<file path="src/rtl/io_bus_pkg.sv">
// Shared types and constants for the IO bus decoder and its watchdog.
// Holds the FSM state enum, default field widths and peripheral slot indices.
package io_bus_pkg;

    typedef enum logic [1:0] {
        IDLE,
        ACCESS,
        RESP
    } state_e;

    localparam int DEV_ADDR_W_DEF = 3;
    localparam int REG_ADDR_W_DEF = 4;
    localparam int DATA_W_DEF     = 32;

    // Device slots 4..7 are reserved for future peripherals.
    localparam int EIC  = 0;
    localparam int BKD  = 1;
    localparam int UART = 2;
    localparam int STMR = 3;

endpackage

</file>
<file path="src/rtl/io_bus_watchdog.sv">
// ACCESS-phase timeout counter; instantiated by io_bus_decoder only when
// IO_BUS_TIMEOUT_EN is defined.
module io_bus_watchdog #(
    parameter int TIMEOUT = 16
) (
    input  logic clk,
    input  logic rst,
    input  logic clear,
    input  logic count_enable,
    input  logic ready,
    output logic expired
);

    localparam int CNT_W = (TIMEOUT > 1) ? $clog2(TIMEOUT) : 1;
    localparam logic [CNT_W-1:0] LAST = CNT_W'(TIMEOUT - 1);

    logic [CNT_W-1:0] cnt_q, cnt_d;

    always_comb begin
        cnt_d = cnt_q;
        if (clear) begin
            cnt_d = '0;
        end else if (count_enable && !ready) begin
            cnt_d = cnt_q + 1'b1;
        end
    end

    always_ff @(posedge clk) begin
        if (rst) begin
            cnt_q <= '0;
        end else begin
            cnt_q <= cnt_d;
        end
    end

    // A ready in the final allowed cycle still completes the transfer normally.
    assign expired = count_enable && !ready && (cnt_q == LAST);

endmodule

</file>
<file path="src/rtl/io_bus_decoder.sv">
// IO bus decoder / access sequencer: CPU data port to memory-mapped peripherals.
// Optional ACCESS timeout enabled by defining IO_BUS_TIMEOUT_EN.
module io_bus_decoder
    import io_bus_pkg::*;
#(
    parameter int DEV_ADDR_W = DEV_ADDR_W_DEF,
    parameter int REG_ADDR_W = REG_ADDR_W_DEF,
    parameter int NUM_DEV    = 4,
    parameter int DATA_W     = DATA_W_DEF,
    parameter int TIMEOUT    = 16
) (
    input  logic                           Clock,
    input  logic                           Reset,
    input  logic                           CpuReq,
    input  logic                           CpuWrite,
    input  logic [DEV_ADDR_W+REG_ADDR_W-1:0] CpuAddr,
    input  logic [DATA_W-1:0]              CpuWrData,
    output logic [DATA_W-1:0]              CpuRdData,
    output logic                           CpuDone,
    output logic                           CpuError,
    output logic [NUM_DEV-1:0]             DevSel,
    output logic                           DevWrite,
    output logic [REG_ADDR_W-1:0]          DevRegAddr,
    output logic [DATA_W-1:0]              DevWrData,
    input  logic [NUM_DEV*DATA_W-1:0]      DevRdData,
    input  logic [NUM_DEV-1:0]             DevReady
);

    if (NUM_DEV < 1 || NUM_DEV > (1 << DEV_ADDR_W)) begin : g_bad_num_dev
        $error("io_bus_decoder: NUM_DEV out of range");
    end
    if (TIMEOUT < 2) begin : g_bad_timeout
        $error("io_bus_decoder: TIMEOUT must be at least 2");
    end

    localparam logic [DEV_ADDR_W:0] NUM_DEV_W = (DEV_ADDR_W + 1)'(NUM_DEV);

    state_e                state_q, state_d;
    logic [NUM_DEV-1:0]    sel_q, sel_d;
    logic                  done_q, done_d;
    logic                  err_q, err_d;
    logic [DATA_W-1:0]     rd_q, rd_d;
    logic                  write_q, write_d;
    logic [REG_ADDR_W-1:0] reg_q, reg_d;
    logic [DATA_W-1:0]     wdata_q, wdata_d;

    logic [DEV_ADDR_W-1:0] dev_field;
    logic                  mapped;
    logic [NUM_DEV-1:0]    sel_onehot;
    logic                  ready_sel;
    logic [DATA_W-1:0]     rd_sel;
    logic                  wd_clear;
    logic                  expired;

    assign dev_field = CpuAddr[DEV_ADDR_W+REG_ADDR_W-1:REG_ADDR_W];
    assign mapped    = ({1'b0, dev_field} < NUM_DEV_W);

    // The registered one-hot select doubles as the device index during ACCESS.
    always_comb begin
        sel_onehot = '0;
        rd_sel     = '0;
        for (int unsigned i = 0; i < NUM_DEV; i++) begin
            sel_onehot[i] = (dev_field == DEV_ADDR_W'(i));
            if (sel_q[i]) begin
                rd_sel = rd_sel | DevRdData[i*DATA_W +: DATA_W];
            end
        end
    end

    assign ready_sel = |(DevReady & sel_q);

`ifdef IO_BUS_TIMEOUT_EN
    io_bus_watchdog #(
        .TIMEOUT(TIMEOUT)
    ) u_watchdog (
        .clk         (Clock),
        .rst         (Reset),
        .clear       (wd_clear),
        .count_enable(state_q == ACCESS),
        .ready       (ready_sel),
        .expired     (expired)
    );
`else
    assign expired = 1'b0;
`endif

    always_comb begin
        state_d  = state_q;
        sel_d    = '0;
        done_d   = 1'b0;
        err_d    = 1'b0;
        rd_d     = rd_q;
        write_d  = write_q;
        reg_d    = reg_q;
        wdata_d  = wdata_q;
        wd_clear = 1'b0;
        unique case (state_q)
            IDLE: begin
                if (CpuReq) begin
                    write_d = CpuWrite;
                    reg_d   = CpuAddr[REG_ADDR_W-1:0];
                    wdata_d = CpuWrData;
                    if (mapped) begin
                        state_d  = ACCESS;
                        sel_d    = sel_onehot;
                        wd_clear = 1'b1;
                    end else begin
                        state_d = RESP;
                        done_d  = 1'b1;
                        err_d   = 1'b1;
                        rd_d    = '0;
                    end
                end
            end
            ACCESS: begin
                sel_d = sel_q;
                if (ready_sel) begin
                    state_d = RESP;
                    sel_d   = '0;
                    done_d  = 1'b1;
                    rd_d    = write_q ? '0 : rd_sel;
                end else if (expired) begin
                    state_d = RESP;
                    sel_d   = '0;
                    done_d  = 1'b1;
                    err_d   = 1'b1;
                    rd_d    = '0;
                end
            end
            RESP: begin
                state_d = IDLE;
            end
            default: begin
                state_d = IDLE;
            end
        endcase
    end

    always_ff @(posedge Clock) begin
        if (Reset) begin
            state_q <= IDLE;
            sel_q   <= '0;
            done_q  <= 1'b0;
            err_q   <= 1'b0;
            rd_q    <= '0;
            write_q <= 1'b0;
            reg_q   <= '0;
            wdata_q <= '0;
        end else begin
            state_q <= state_d;
            sel_q   <= sel_d;
            done_q  <= done_d;
            err_q   <= err_d;
            rd_q    <= rd_d;
            write_q <= write_d;
            reg_q   <= reg_d;
            wdata_q <= wdata_d;
        end
    end

    assign CpuRdData  = rd_q;
    assign CpuDone    = done_q;
    assign CpuError   = err_q;
    assign DevSel     = sel_q;
    assign DevWrite   = write_q;
    assign DevRegAddr = reg_q;
    assign DevWrData  = wdata_q;

endmodule
</file>
<file path="config.mk">
export PLATFORM = sky130hd
export DESIGN_NAME = io_bus_decoder
export DESIGN_NICKNAME = d
export VERILOG_FILES = /design/src/rtl/io_bus_pkg.sv /design/src/rtl/io_bus_watchdog.sv /design/src/rtl/io_bus_decoder.sv
export SDC_FILE = /design/constraint.sdc
export NUM_CORES = 1
export LEC_CHECK = 0
export BUFFER_PORTS_ARGS = -buffer_cell sky130_fd_sc_hd__clkbuf_2
export CAP_MARGIN = 15
export CORE_ASPECT_RATIO = 0.75
export CORE_MARGIN = 2
export CORE_UTILIZATION = 25
export DETAILED_ROUTE_END_ITERATION = 12
export HOLD_SLACK_MARGIN = 0.02
export SYNTH_ARGS = -nofsm -noshare
export SYNTH_HDL_FRONTEND = slang
export SYNTH_SLANG_ARGS = --single-unit
</file>
<file path="constraint.sdc">
create_clock -name Clock -period 1.4 [get_ports Clock]
set_clock_uncertainty 0.2 [all_clocks]
set_input_delay 0.14 -clock Clock [delete_from_list [all_inputs] [get_ports Clock]]
set_output_delay 0.14 -clock Clock [all_outputs]
set_load 0.05 [all_outputs]
</file>
# Word-level counts from Yosys, hierarchy flattened
# Cells that the tools add are included.
[op_classes]
n_lt_le_gt_ge = 1
n_eq_ne = 7
muxes = 21
n_bitwise = 5
n_reduce_logical = 8
[ops]
columns = ["cell", "n"]
rows = [
  ["32-bit 2-to-1 mux", 8],
  ["32-bit bitwise OR", 3],
  ["32-bit case mux with 2 select lines", 1],
  ["4-bit 2-to-1 mux", 3],
  ["4-bit case mux with 2 select lines", 1],
  ["3-bit by 2-bit equality test with 1-bit output (second input constant)", 2],
  ["2-bit 2-to-1 mux", 3],
  ["2-bit != test (second input constant)", 3],
  ["4-bit AND", 1],
  ["2-bit case mux with 2 select lines", 1],
  ["2-bit AND reduction", 2],
  ["4-bit AND reduction", 1],
  ["4-bit OR reduction", 1],
  ["3-bit by 1-bit equality test with 1-bit output (second input constant)", 1],
  ["3-bit logical NOT", 1],
  ["3-bit less-than comparator (second input constant)", 1],
  ["1-bit 2-to-1 mux", 3],
  ["2-bit by 1-bit equality test with 1-bit output (second input constant)", 1],
  ["2-bit logical NOT", 1],
  ["1-bit case mux with 2 select lines", 1],
  ["2-bit nonzero test", 1],
  ["2-bit OR reduction", 1],
  ["1-bit NOT", 1],
]
[totals]
ff_bits = 77
in_bits = 175
word_cells = 50

# Logic depth before layout (Yosys ltp)
# Gate-level depths: netlist (run 1).
[logic_depth]
word_depth = 10
mapped_depth = 6

# Least setup slack after synthesis (run 1)
# OpenSTA, ideal clock, no wires.
[synth_timing]
path_kind = "flip-flop to flip-flop"
startpoint = "register sel_q[3], in the netlist DevSel[3]"
endpoint = "register rd_q[10], in the netlist CpuRdData[10]"
arrival_time_ps = 1519
t_required_ps = 1076
setup_slack_ps = -443
stages_incl_launch_ff = 6
period_less_slack_ps = 1843
cell_sequence = "dfxtp_1 > buf_2 > a22o_1 > o21ba_2 > buf_2 > o22ai_1"
[synth_via]
elab_chain_cells = 4
[synth_rtl]
columns = ["element", "line_no", "rtl"]
rows = [
  ["start: declaration", "io_bus_decoder.sv:39", "logic [NUM_DEV-1:0] sel_q, sel_d;"],
  ["start signal: assignment", "io_bus_decoder.sv:151", "sel_q <= sel_d;"],
  ["4-bit AND / 32-bit 2-to-1 mux (equally long branches)", "io_bus_decoder.sv:70, io_bus_decoder.sv:64", ""],
  ["4-bit OR reduction / 32-bit 2-to-1 mux (equally long branches)", "io_bus_decoder.sv:70, io_bus_decoder.sv:121", ""],
  ["2-bit != test (no source line) / 32-bit 2-to-1 mux (equally long branches)", "--", ""],
  ["4-bit AND reduction (no source line) / 32-bit case mux with 2 select lines (equally long branches)", "--", ""],
  ["end signal: assignment", "io_bus_decoder.sv:154", "rd_q <= rd_d;"],
  ["end: declaration", "io_bus_decoder.sv:42", "logic [DATA_W-1:0] rd_q, rd_d;"],
]
# Several ways; a longest one is shown, not always the timed one. The select of a mux whose other input is x is not followed.
# A chain may end at the register's enable or synchronous reset.

# Worst setup path in the final report (run 1)
[layout_timing]
startpoint = "register sel_q[2], in the netlist DevSel[2]"
endpoint = "register rd_q[16], in the netlist CpuRdData[16]"
[layout_via]
elab_chain_cells = 6
[layout_rtl]
columns = ["element", "line_no", "rtl"]
rows = [
  ["32-bit 2-to-1 mux", "io_bus_decoder.sv:64", "if (sel_q[i]) begin"],
  ["32-bit bitwise OR", "io_bus_decoder.sv:65", "rd_sel = rd_sel | DevRdData[i*DATA_W +: DATA_W];"],
  ["32-bit 2-to-1 mux", "io_bus_decoder.sv:64", ""],
  ["32-bit 2-to-1 mux", "io_bus_decoder.sv:121", "rd_d = write_q ? '0 : rd_sel;"],
  ["32-bit 2-to-1 mux", "io_bus_decoder.sv:117", "if (ready_sel) begin"],
  ["32-bit case mux with 2 select lines", "io_bus_decoder.sv:97", "unique case (state_q)"],
]
# Several ways; a longest one is shown, not always the timed one. The select of a mux whose other input is x is not followed.

==> results of run 1 <==
stage by stage:
step | hold WS [ns] | cells | cell area [um2] | total power, mW | utilization
after detailed placement | 0.175 | 786 | 5040 | 3.36 | 0.383
after global placement | 0.166 | 786 | 5040 | 3.33 | 0.383
after CTS | 0.0204 | 932 | 6870 | 6.16 | 0.523
after global routing | 0.0325 | 943 | 7160 | 6.47 | 0.544
after floorplan | 0.0649 | 381 | 3540 | 2.94 | -
final | 0.0308 | 943 | 7160 | 6.20 | 0.544
worst max-delay path: stages, from the launching register on:
cell      delay [ns]
dfxtp_4         0.39
buf_4           0.16
a22o_1          0.21
a221oi_1        0.35
o22ai_2         0.13
worst paths after layout:
| path | start | end | slack [ns] | cells after the start |
|---|---|---|---|---|
| worst max-delay path | DevSel[2]$_SDFFE_PP0P_ | CpuRdData[16]$_SDFFE_PP0P_ | -0.17 | 4 |
| worst min-delay path | DevRdData[105] | CpuRdData[9]$_SDFFE_PP0P_ | 0.03 | 4 |
| worst max register to register | DevSel[2]$_SDFFE_PP0P_ | CpuRdData[16]$_SDFFE_PP0P_ | -0.17 | 4 |
| worst min register to register | DevWrData[9]$_SDFFE_PP0P_ | DevWrData[9]$_SDFFE_PP0P_ | 0.25 | 2 |
synthesized netlist by cell type:
master,number
o22ai_1,32
nor3b_2,1
nor2_1,2
clkbuf_1,24
o21ai_2,1
nand4bb_1,1
nor4_2,1
o32a_1,1
buf_6,3
nand2b_1,1
nand2_1,74
a221oi_1,32
buf_2,14
nor4_4,1
dfxtp_1,77
o21bai_1,1
or3b_1,1
nand3b_1,32
buf_1,1
a21oi_1,39
a22o_1,36
nor3_1,1
nor4b_1,1
inv_1,1
o21ba_2,1
a32o_1,2
sequential cells by signal (all words and copies together), names as in the netlist:
signal,flops
DevSel,4
CpuRdData,32
DevWrite,1
DevWrData,32
DevRegAddr,4
CpuError,1
CpuDone,1
state_q,2
logic make-up after synthesis:
kind of cell,after synthesis,synth area share
buf+inv,43,0.0592
flops,77,0.453
compound gates,145,0.308
simple gates,116,0.180
power groups by stage:
stage / clock network, mW / logic [mW] / registers, mW
floorplan: 0 / 0.315 / 2.62
global placement: 0 / 0.975 / 2.36
detailed placement: 0 / 0.997 / 2.36
CTS: 2.47 / 1.37 / 2.32
global route: 2.58 / 1.56 / 2.33
finish: 2.40 / 1.48 / 2.32
area by class of cell:
class | count | share of cell area
multi-input combinational | 261 | 0.269
clock buffer | 11 | 0.0355
clock inverter | 5 | 0.00804
timing repair buffer | 417 | 0.439
tap | 171 | 0.0299
inverter | 1 | 0.000524
sequential | 77 | 0.218
timing repair:
action | in CTS | in global routing
hold endpoints to repair | 73 | 0
setup buffers | 1 | 6
gates resized for setup | 52 | 30
pin swaps | 18 | 5
hold buffers | 126 | 0
endpoints found under the setup margin | 78 | 78
gates cloned | 3 | 5
metal layers:
metal | part of all wire | wire length (um)
met5 | 0 | 0
met4 | 0.036 | 586
met3 | 0.077 | 1260
met2 | 0.50 | 8100
met1 | 0.39 | 6410
==> qor.yml, run 1 <==
cells_and_area:
  nets: 942
  num-fill-cells: 1127
  layout-drive-gt1-share: 0.481
  layout_commonest_cell: "clkbuf_2"
  syn2layout_area_growth_pct: 110
  antenna_cells: 0
  regArea_um2: 1560
  multi_input_comb_area_um2: 1930
  layout_common_cells: "clkbuf_2 (244), dlygate4sd3_1 (126), dfxtp_1 (70), nand2_1 (62), a22o_1 (34)"
detailed_routing:
  dr.first_iter.drc_count: 388
  wl_per_cell_um: 17.3
  drc: 0
  dr_total_vias: 4761
  first_pass_iters: 5
  routed_wl_mm: 16.4
  drtAntennaViolNets: 0
  vias_per_cell: 5.05
power_and_ir_drop:
  p_sw_frac: 0.279
  p_leak_nw: 3.15
  comb_power_share: 0.238
  powerDensity_nw_per_um2: 866
  clock_power_share: 0.387
  ir_drop_v: 0.000705
  seqPwrFrac: 0.374
  p_switching_mw: 1.73
  p_int_mw: 4.47
yosys:
  yosysTopAreaCell: "dfxtp_1"
  yosys_warnings: 0
  syn_avg_cell_area_um2: 8.93
  ys_types: 26
  ys_seq_elements: 77
  yosys-top-cells-area: "dfxtp_1 (45%), a22o_1 (9.3%), a221oi_1 (8.2%)"
  synth_top_area_frac: 0.453
  synthesis.area_um2: 3400
  syn_inst: 381
  ys_seq_area_frac: 0.453
  syn-num-nets: 556
clock_tree:
  cts.clk_slew.worst_paths_ns: 0.06
  cts_made_buffers: 9
  cts-root-buf: "clkbuf_16"
  cts_tree: "yes"
  worstSkewPairLatency_ns: 0.33
  cts_num_sinks: 77
  ctsHtreeMaxLevel: 3
  clk_path_buf_depth: 2
placed_design:
  post-place-ws_ns: -0.194
  hpwlAfterDp_mm: 9.34
  io_buffers: 249
  globalplace.congestion: 0.832
critical_path:
  critPathKind: "register to register"
  crit_path_end_kind: "register"
  required_ns: 1.40
  startpoint_type: "register"
  crit_fanout: 9
  critPathArrivalTime_ns: 1.57
die:
  die_area_um2: 14600
  io_pins: 250
  die_w_um: 139
  rows: 36
  core_area_um2: 13200
  die_y_um: 105
  initial_core_util: 0.259
timing:
  fmax_mhz: 637
  fin_crit_sh: 1.12
  worst_pin_slew_ns: 0.595
  fin_ws_ns: -0.170
  fin_crit_ns: 1.57
  relSlewSlack: 0.604
  setup-tns-final_ns: -6.56
  setup_viol: 76
  rsz0062_at_grt: "yes"
  slew_viol_final: 0
  hold_violations: 0
grt:
  grt_first_pass_wirelength_mm: 23.7
  met2_usage: 0.371
  grt_pass1_vias: 4886
  grt_max_degree: 52
  met3_usage: 0.0610
  grt_usage: 0.203
  grt_use_met1: 0.217
  grt_busiest_layer: "met2"
  antenna_found_initial: 0
  grt.overflow.total: 0
job:
  max_cap_viol_count: 0
min_path:
  worstHoldPathType: "input pin to register"
status:
  outcome: "finished, violations left"
  violations: "negative setup slack"
Note: power is estimated with default switching activity, not from simulation.
==> run 2: changes to the inputs <==
CORE_ASPECT_RATIO = 2   (was 0.75)
CTS_CLUSTER_SIZE = 20   (was not set)
TNS_END_PERCENT = 10   (was not set)
==> qor.yml, run 2 (synthesized netlist as in run 1, its figures left out) <==
status:
  outcome: "finished, violations left"
  violations: "negative setup slack"
detailed_routing:
  wl_per_cell_um: 19.0
  dr.first_iter.drc_count: 240
  first_pass_iters: 4
  dr_total_vias: 4826
  drtAntennaViolNets: 0
  routed_wl_mm: 17.8
  vias_per_cell: 5.16
  drc: 0
grt:
  grt_pass1_vias: 4998
  grt.overflow.total: 0
  grt_usage: 0.227
  antenna_found_initial: 0
  grt_max_degree: 51
  grt_first_pass_wirelength_mm: 25.7
timing:
  fin_crit_ns: 1.59
  hold_violations: 0
  fin_crit_sh: 1.13
  fin_ws_ns: -0.187
  slew_viol_final: 0
  setup_viol: 78
  worst_pin_slew_ns: 0.320
  hold_slack_ns: 0.0291
  relSlewSlack: 0.785
  rsz0062_at_grt: "yes"
  fmax_mhz: 630
placed_design:
  globalplace.congestion: 0.828
  io_buffers: 249
  hpwlAfterDp_mm: 9.71
  post-place-ws_ns: -0.176
critical_path:
  required_ns: 1.41
  crit_path_end_kind: "register"
  worstReg2RegEnd: "DevWrData[13]$_SDFFE_PP0P_"
  crit_fanout: 18
  critPathKind: "register to register"
  r2r_cells: 4
  reg2reg_slack_ns: -0.19
  startpoint_type: "register"
  critPathArrivalTime_ns: 1.60
  reg2reg_from: "state_q[1]$_SDFFE_PP0P_"
die:
  die_y_um: 169
  die_w_um: 86.5
  rows: 60
  die_area_um2: 14600
  core_area_um2: 13400
  io_pins: 250
  initial_core_util: 0.255
min_path:
  hold_depth: 4
  worstHoldEndpoint: "CpuRdData[9]$_SDFFE_PP0P_"
  worstHoldPathType: "input pin to register"
  hold_start: "DevRdData[105]"
job:
  max_cap_viol_count: 0
clock_tree:
  cts_tree: "yes"
  cts.clk_slew.worst_paths_ns: 0.06
  cts-root-buf: "clkbuf_16"
  cts_num_sinks: 77
  cts_made_buffers: 9
  worstSkewPairLatency_ns: 0.33
  clk_path_buf_depth: 2
  ctsHtreeMaxLevel: 3
cells_and_area:
  layout_commonest_cell: "clkbuf_2"
  syn2layout_area_growth_pct: 115
  layout-drive-gt1-share: 0.476
  antenna_cells: 0
  layout_common_cells: "clkbuf_2 (244), dlygate4sd3_1 (122), nand2_1 (72), dfxtp_1 (71), a21oi_1 (35)"
  nets: 950
power_and_ir_drop:
  p_leak_nw: 3.31
  ir_drop_v: 0.000789
  powerDensity_nw_per_um2: 850
## run 2: cell types whose count changed in the layout (fill, tap and decap cells not counted), moves of 5 or more
| cell | previous run | this run |
|---|---|---|
| a21oi_1 | 13 | 35 |
| a21oi_2 | 26 | 4 |
| a221oi_1 | 28 | 3 |
| a221oi_2 | 4 | 29 |
| buf_12 | 9 | 14 |
| nand2_1 | 62 | 72 |
| nand2_2 | 11 | 1 |
## run 2: per-layer routing
| layer | GRT usage | vias up | wire length (um) |
|---|---|---|---|
| met4 | 0.123 | 0 | 706 |
| met3 | 0.0468 | 49 | 1130 |
| met1 | 0.225 | 2291 | 5970 |
| li1 | - | 2231 | - |
| met5 | 0 | - | 0 |
| met2 | 0.425 | 255 | 9990 |
## run 2: power breakdown
part           switching, mW  internal, mW
Clock                  0.968          1.40
Sequential            0.0516          2.27
Combinational          0.783         0.759
## run 2: layout make-up
class	count	area, um2
clock buffers	10	229
repair buffers	425	3320
fillers	1136	6040
well taps	155	194
multi-input cells	261	1950
clock inverters	6	70.1
inverters	1	3.75
flip-flops and latches	77	1560
## run 2: through the flow
step           instance area [um2]  std cells  TNS [ns]  power (mW)  utilization
5_1_grt                       7320        935    -12.21        6.48        0.548
3_3_place_gp                  5090        775     -9.81        3.36        0.381
4_1_cts                       7120        930     -9.14        6.19        0.532
2_1_floorplan                 3500        381     -7.87        2.92            -
3_5_place_dp                  5090        775    -12.06        3.38        0.381
6_report                      7320        935     -8.41        6.22        0.548
## run 2: worst max-delay path by stage
| stage | from | to | slack [ns] | depth (start not counted) |
|---|---|---|---|---|
| after floorplan | DevSel[3]$_SDFFE_PP0P_ | CpuRdData[10]$_SDFFE_PP0P_ | -0.15 | 5 |
| after global placement | DevSel[2]$_SDFFE_PP0P_ | CpuRdData[29]$_SDFFE_PP0P_ | -0.16 | 4 |
| after detailed placement | DevSel[2]$_SDFFE_PP0P_ | CpuRdData[13]$_SDFFE_PP0P_ | -0.18 | 4 |
| after CTS | state_q[0]$_SDFFE_PP0P_ | DevWrData[14]$_SDFFE_PP0P_ | -0.16 | 5 |
| after global routing | state_q[1]$_SDFFE_PP0P_ | DevWrData[13]$_SDFFE_PP0P_ | -0.21 | 4 |
| final | state_q[1]$_SDFFE_PP0P_ | DevWrData[13]$_SDFFE_PP0P_ | -0.19 | 4 |
## run 2: critical path, cell delays in order (launching register included)
cell and delay, ns:
dfxtp_2 0.36, or3b_4 0.43, bufbuf_16 0.31, nand2_1 0.10, a21oi_2 0.07
## run 2: timing repair
item	CTS	global route
pin swaps	5	8
setup buffers	12	3
setup endpoints to repair	81	79
gates resized for setup	46	30
cloned	5	2
hold endpoints to repair	72	0
hold buffers	122	0
